`src/rtl/mem_port_arbiter.sv`:
```
// Two-master (CPU / loader) arbiter and sequencer for a single memory port.
// Round-robin grant, registered strobes, one-cycle ack and an access watchdog.
module mem_port_arbiter #(
    parameter int WIDTH   = 32,
    parameter int TIMEOUT = 15
) (
    input  logic             clk,
    input  logic             rst,
    input  logic             cpu_req,
    input  logic             cpu_we,
    input  logic [WIDTH-1:0] cpu_addr,
    input  logic [WIDTH-1:0] cpu_wdata,
    output logic             cpu_ack,
    output logic [WIDTH-1:0] cpu_rdata,
    input  logic             ldr_req,
    input  logic             ldr_we,
    input  logic [WIDTH-1:0] ldr_addr,
    input  logic [WIDTH-1:0] ldr_wdata,
    output logic             ldr_ack,
    output logic [WIDTH-1:0] ldr_rdata,
    output logic             mem_read,
    output logic             mem_write,
    output logic [WIDTH-1:0] mem_addr,
    output logic [WIDTH-1:0] mem_wdata,
    input  logic [WIDTH-1:0] mem_rdata,
    input  logic             mem_ready,
    output logic             owner,
    output logic             err
);

    typedef enum logic [1:0] {IDLE, ACCESS, RESP} state_t;

    localparam logic [7:0] LAST_WAIT = 8'(TIMEOUT - 1);

    state_t     state;
    logic [7:0] wait_cnt;
    logic       grant_ldr;
    logic       grant_we;

    // On a tie the master that did not win last time gets the port.
    always_comb begin
        grant_ldr = (cpu_req && ldr_req) ? ~owner : ldr_req;
        grant_we  = grant_ldr ? ldr_we : cpu_we;
    end

    always_ff @(posedge clk) begin
        if (rst) begin
            state     <= IDLE;
            owner     <= 1'b1;
            mem_read  <= 1'b0;
            mem_write <= 1'b0;
            mem_addr  <= '0;
            mem_wdata <= '0;
            cpu_ack   <= 1'b0;
            ldr_ack   <= 1'b0;
            cpu_rdata <= '0;
            ldr_rdata <= '0;
            err       <= 1'b0;
            wait_cnt  <= '0;
        end else begin
            case (state)
                IDLE: begin
                    if (cpu_req || ldr_req) begin
                        owner     <= grant_ldr;
                        mem_read  <= ~grant_we;
                        mem_write <= grant_we;
                        mem_addr  <= grant_ldr ? ldr_addr : cpu_addr;
                        mem_wdata <= grant_we ? (grant_ldr ? ldr_wdata : cpu_wdata) : '0;
                        wait_cnt  <= '0;
                        state     <= ACCESS;
                    end
                end
                ACCESS: begin
                    if (mem_ready || wait_cnt == LAST_WAIT) begin
                        // Read data is only captured on a real completion, not on abort.
                        if (mem_ready && mem_read) begin
                            if (owner) ldr_rdata <= mem_rdata;
                            else       cpu_rdata <= mem_rdata;
                        end
                        mem_read  <= 1'b0;
                        mem_write <= 1'b0;
                        mem_wdata <= '0;
                        cpu_ack   <= ~owner;
                        ldr_ack   <= owner;
                        err       <= ~mem_ready;
                        state     <= RESP;
                    end else begin
                        wait_cnt <= wait_cnt + 8'd1;
                    end
                end
                RESP: begin
                    cpu_ack <= 1'b0;
                    ldr_ack <= 1'b0;
                    err     <= 1'b0;
                    state   <= IDLE;
                end
                default: state <= IDLE;
            endcase
        end
    end

endmodule

```
`config.mk`:
```
export PLATFORM = sky130hd
export DESIGN_NAME = mem_port_arbiter
export DESIGN_NICKNAME = d
export VERILOG_FILES = /design/src/rtl/mem_port_arbiter.sv
export SDC_FILE = /design/constraint.sdc
export NUM_CORES = 1
export LEC_CHECK = 0
export CORE_AREA = 4 4 114 116
export DETAILED_ROUTE_END_ITERATION = 10
export DIE_AREA = 0 0 118 120
export DONT_BUFFER_PORTS = 1
export PLACE_DENSITY = 0.78
export SKIP_CTS_REPAIR_TIMING = 1
export SLEW_MARGIN = 20
export SYNTH_ARGS = -nofsm -noshare
export SYNTH_HDL_FRONTEND = slang
export SYNTH_SLANG_ARGS = --single-unit
```
`constraint.sdc`:
```
create_clock -name clk -period 4.2 [get_ports clk]
set_clock_uncertainty 0.2 [all_clocks]
set_input_delay 0.84 -clock clk [delete_from_list [all_inputs] [get_ports clk]]
set_output_delay 0.84 -clock clk [all_outputs]
set_load 0.1 [all_outputs]
```
Word level (Yosys, flattened, before mapping)
Index checks and enable logic that the tools add are counted.
Widths: inputs -> output; s select.
{"block": "totals", "word_cells": 61, "memories": 0, "ram_bits": 0, "latch_bits": 0, "in_bits": 167, "output_inout_bits": 134, "rom_bits": 0, "regBits": 144}
{"block": "classes", "div_mod_pow": 0, "n_addsub": 1, "n_eq_ne": 6, "multipliers": 0, "shifts": 0, "mux": 25, "reduce_logical": 14, "n_lt_le_gt_ge": 0, "n_bitwise": 3}
{"operator": "$mux 32", "count": 5}
{"operator": "$pmux 32 s2", "count": 1}
{"operator": "$mux 8", "count": 2}
{"operator": "$pmux 8 s2", "count": 1}
{"operator": "$pmux 1 s2", "count": 5}
{"operator": "$add 8x1->8 const B", "count": 1}
{"operator": "$eq 8x4->1 const B", "count": 1}
{"operator": "$mux 1", "count": 8}
{"operator": "$reduce_and 4->1", "count": 2}
{"operator": "$ne 2x2->1 const B", "count": 3}
{"operator": "$reduce_and 2->1", "count": 3}
{"operator": "$reduce_and 3->1", "count": 2}
{"operator": "$mux 2", "count": 2}
{"operator": "$pmux 2 s2", "count": 1}
{"operator": "$reduce_bool 2->1", "count": 2}
{"operator": "$not 1->1", "count": 3}
{"operator": "$eq 2x1->1 const B", "count": 1}
{"operator": "$eq 2x2->1 const B", "count": 1}
{"operator": "$logic_and 1x1->1", "count": 2}
{"operator": "$logic_not 2->1", "count": 1}
{"operator": "$logic_or 1x1->1", "count": 2}

Logic depth before layout (Yosys ltp)
{"block": "depth", "depth_word": 6, "ltp_mapped": 8, "ltp_nobuf": 6}

Worst setup path after synthesis
No wires, ideal clock.
{"block": "synth_timing", "path_type": "reg-to-reg", "from": "reg owner", "to": "reg ldr_rdata[13]", "period_less_slack_ps": 2322, "t_required_ps": 3868, "path_slack_ps": 1878, "arrival_time_ps": 1989, "n_path_buf": 2, "setup_ps": 132, "stages_incl_launch_ff": 7, "cell_sequence": "dfxtp_1 -> inv_1 -> or3_1 -> buf_2 -> buf_6 -> nand2_1 -> a21oi_1"}
{"block": "synth_via", "elab_chain_cells": 1}
{"element": "start: declaration", "line": "27", "rtl": "output logic owner,"}
{"element": "start signal: assignment", "line": "64", "rtl": "owner <= grant_ldr;"}
{"element": "$reduce_and 4->1 (no line)"}
{"element": "end signal: assignment", "line": "77", "rtl": "if (owner) ldr_rdata <= mem_rdata;"}
{"element": "end: declaration", "line": "20", "rtl": "output logic [WIDTH-1:0] ldr_rdata,"}
No other way between the ends.
A chain may end at the register's enable or synchronous reset.

Final worst setup path
{"block": "layout_timing", "from": "reg wait_cnt[0]", "to": "reg cpu_ack"}
{"block": "layout_via", "elab_chain_cells": 4}
{"element": "start: declaration", "line": "36", "rtl": "logic [7:0] wait_cnt;"}
{"element": "start signal: assignment", "line": "88", "rtl": "wait_cnt <= wait_cnt + 8'd1;"}
{"element": "$eq 8x4->1", "line": "74", "rtl": "if (mem_ready || wait_cnt == LAST_WAIT) begin"}
{"element": "$logic_or 1x1->1", "line": "74"}
{"element": "$ne 2x2->1 (no line)"}
{"element": "$reduce_and 2->1 (no line)"}
{"element": "end signal: assignment", "line": "83", "rtl": "cpu_ack <= ~owner;"}
{"element": "end: declaration", "line": "13", "rtl": "output logic cpu_ack,"}
No other way between the ends.

==> out/qor.yml <==
drt-pass1-iter-count: 8
synth-xor-area-share_pct: 0.140
dr_wl_met3_um: 1890
clk_latency_ns: 0.41
numClockSinks: 144
place_area_um2: 6120
drive_above_1_share_pct: 7.56
wl_met1_um: 6010
ant_nets: 0
ff2ff_path_depth: 6
ys_seq_area_share_pct: 46.2
grt_pass1_vias: 5346
slew_violations: 0
cts_buffers: 17
first_iter_violations: 474
path_clk_slew_ns: 0.06
synthArstFlopShare_pct: 0
die_y_um: 120
syn-mean-instance-area_um2: 8.02
cts-root-buf: "clkbuf_16"
die_area_um2: 14200
finalWirelength_um: 16800
peakVddDrop_uv: 326
rsz0062_at_grt: "no"
syn2layout_area_growth_pct: 8.66
run_status: "completed"
rrSetupSlack_ns: 1.56
r2r-end: "cpu_ack"
start_util_pct: 52.4
synth-edff-count: 0
syn_nets: 947
top_level_ports: 301
fmax_mhz: 379
antenna_found_initial: 0
leakage_uw: 0.00231
wire_per_inst_um: 18.9
die_w_um: 118
syn_inst: 778
synth-compound-area-share_pct: 23.5
period_minus_slack_ns: 2.64
synth_top_family_by_area: "compound AO/OA/AOI/OAI gates"
ys_seq_elements: 144
timing_hold_violations_final: 0
grt_pass1_wl_um: 26700
antennaDiodeCount: 0
critPathCaptureType: "flop"
top_layer_used: "met4"
fin_tns_setup_ns: 0
fillers: 1042
slew_headroom_pct: 29.4
grt-ovfl-total: 0
synth_simple_gate_area_share_pct: 22.6
worstPathMaxFanout: 37
power_density_nw_per_um2: 564
synthAdderAreaFrac_pct: 0.401
syn-cell-area_um2: 6240
clockBufferDepth: 2
fin_crit_sh_pct: 62.8
vias: 5502
place.port_buffers: 0
synth_mux_area_share_pct: 0.521
drc_errors: 0
hp-class: "primary input to flop"
ys_warn_count: 0
grt_usage_pct: 23.1
crit_path_start_kind: "flop"
finalNetCount: 897
setup_violations: 0
critPathKind: "flop to flop"
tightestPinTransition_ns: 1.06
crit_start: "wait_cnt[0]"
cp-endpoint: "cpu_ack"
synth_cell_types: 51
grt_start_max_net_pins: 148
dp_hpwl_um: 11700
max_cap_violations: 0
setup_slack_ns: 1.56
synth-main-ff-cell: "dfxtp_1"
h-tree-depth: 4
gp_congestion: 0.846
pre_cts_ws_ns: 1.41
met2_length_um: 8440
crit-reg2reg-launch: "wait_cnt[0]"
required_ns: 4.31
design_area_um2: 6780
rows: 40
via_per_inst: 6.20
cts_tree: "done"
core_region_area_um2: 11900
worstPathArrival_ns: 2.75
[routing by layer]
layer	track usage [%]	up-vias
met5	0	-
li1	-	2613
met3	9.85	46
met4	10.4	0
met1	24.5	2553
met2	39.9	290
[worst min-delay path by stage]
stage,from,to,cells after the start
final,rst,mem_addr[22],1
after global routing,rst,mem_addr[16],1
after CTS,rst,mem_wdata[23],1
after detailed placement,wait_cnt[7],wait_cnt[7],1
after global placement,wait_cnt[7],wait_cnt[7],1
after floorplan,wait_cnt[7],wait_cnt[7],1
[cell usage in the layout, fill, tap and decap left out, types with 2 or more instances in the layout]
cell and count:
nor3b_1 2, dfxtp_1 144, nor3_4 3, inv_6 2, mux2_2 2, or3_2 2
a21oi_1 100, a311oi_1 32, nand3b_1 2, bufinv_16 4, a211o_1 3, or4_1 2
a31oi_1 5, clkinv_4 2, o211ai_1 33, clkinvlp_4 2, and3_1 2, buf_4 6
nand2_1 194, clkbuf_16 17, nor2_1 40, clkinv_2 2, o41ai_1 2, and2_1 2
a21o_1 33, nand3_1 65, inv_1 7, ha_1 2, clkbuf_8 2
[worst max-delay path, stage by stage, from the launching register on]
cell and delay, ns:
dfxtp_1 0.48, inv_1 0.08, ha_1 0.19, and4b_1 0.30, a21oi_4 0.77, nor2_1 0.17, o41ai_1 0.35
[per-stage QoR]
step                      hold slack (ns)  std cells  power (µW)  util, %
after floorplan                     0.232        778        2220        -
after global placement              0.261        855        2240     51.4
after detailed placement            0.274        855        2260     51.4
after CTS                           0.279        887        3860     56.7
after global routing                0.287        888        3960     56.9
final                               0.310        888        3830     56.9
[cell type report]
type                    instances  area, µm²  area share [%]
multi-input cells             551       2990            44.1
flip-flops and latches        144       2880            42.5
clock buffers                  20        457            6.74
well taps                     147        184            2.71
clock inverters                12        180            2.66
repair buffers                  7       56.3           0.831
inverters                       7       26.3           0.388
[cell usage after synthesis (all sizes together) (2+ instances only)]
| library cell | number | area share, % |
|---|---|---|
| a211o | 3 | 0.42 |
| a21o | 33 | 4.0 |
| a21oi | 102 | 8.4 |
| a311oi | 32 | 4.5 |
| a31oi | 5 | 0.50 |
| and2 | 2 | 0.20 |
| and3 | 2 | 0.20 |
| buf | 43 | 4.2 |
| clkbuf | 33 | 2.0 |
| dfxtp | 144 | 46 |
| ha | 2 | 0.40 |
| inv | 7 | 0.42 |
| mux2 | 2 | 0.36 |
| nand2 | 195 | 12 |
| nand2b | 2 | 0.20 |
| nand3 | 65 | 5.2 |
| nand3b | 2 | 0.24 |
| nor2 | 40 | 2.4 |
| nor3 | 4 | 0.66 |
| nor3b | 2 | 0.24 |
| o211ai | 33 | 4.0 |
| o21ai | 2 | 0.16 |
| o41ai | 2 | 0.28 |
| or3 | 3 | 0.38 |
| or4 | 2 | 0.24 |
[cells by family (layout without fill, tap and decap cells)]
logic type               Yosys count  after routing
AND/OR/NAND/NOR                  325            325
AO/OA/AOI/OAI                    220            220
flip-flops                       144            144
buffers and inverters             83             46
multiplexers                       3              3
adder cells (fa/ha/maj)            2              2
XOR/XNOR                           1              1
[power breakdown]
part / internal, µW / switching (µW)
combinational: 98.8 / 192
sequential: 1430 / 505
clock: 1030 / 568
total: 2560 / 1260
[sequential cells by signal (all words and copies together), names as in the netlist]
signal	cells
cpu_rdata	32
ldr_rdata	32
mem_addr	32
mem_wdata	32
wait_cnt	8
state	2
cpu_ack	1
err	1
ldr_ack	1
mem_read	1
mem_write	1
owner	1
Note: power is estimated with default switching activity, not from simulation.
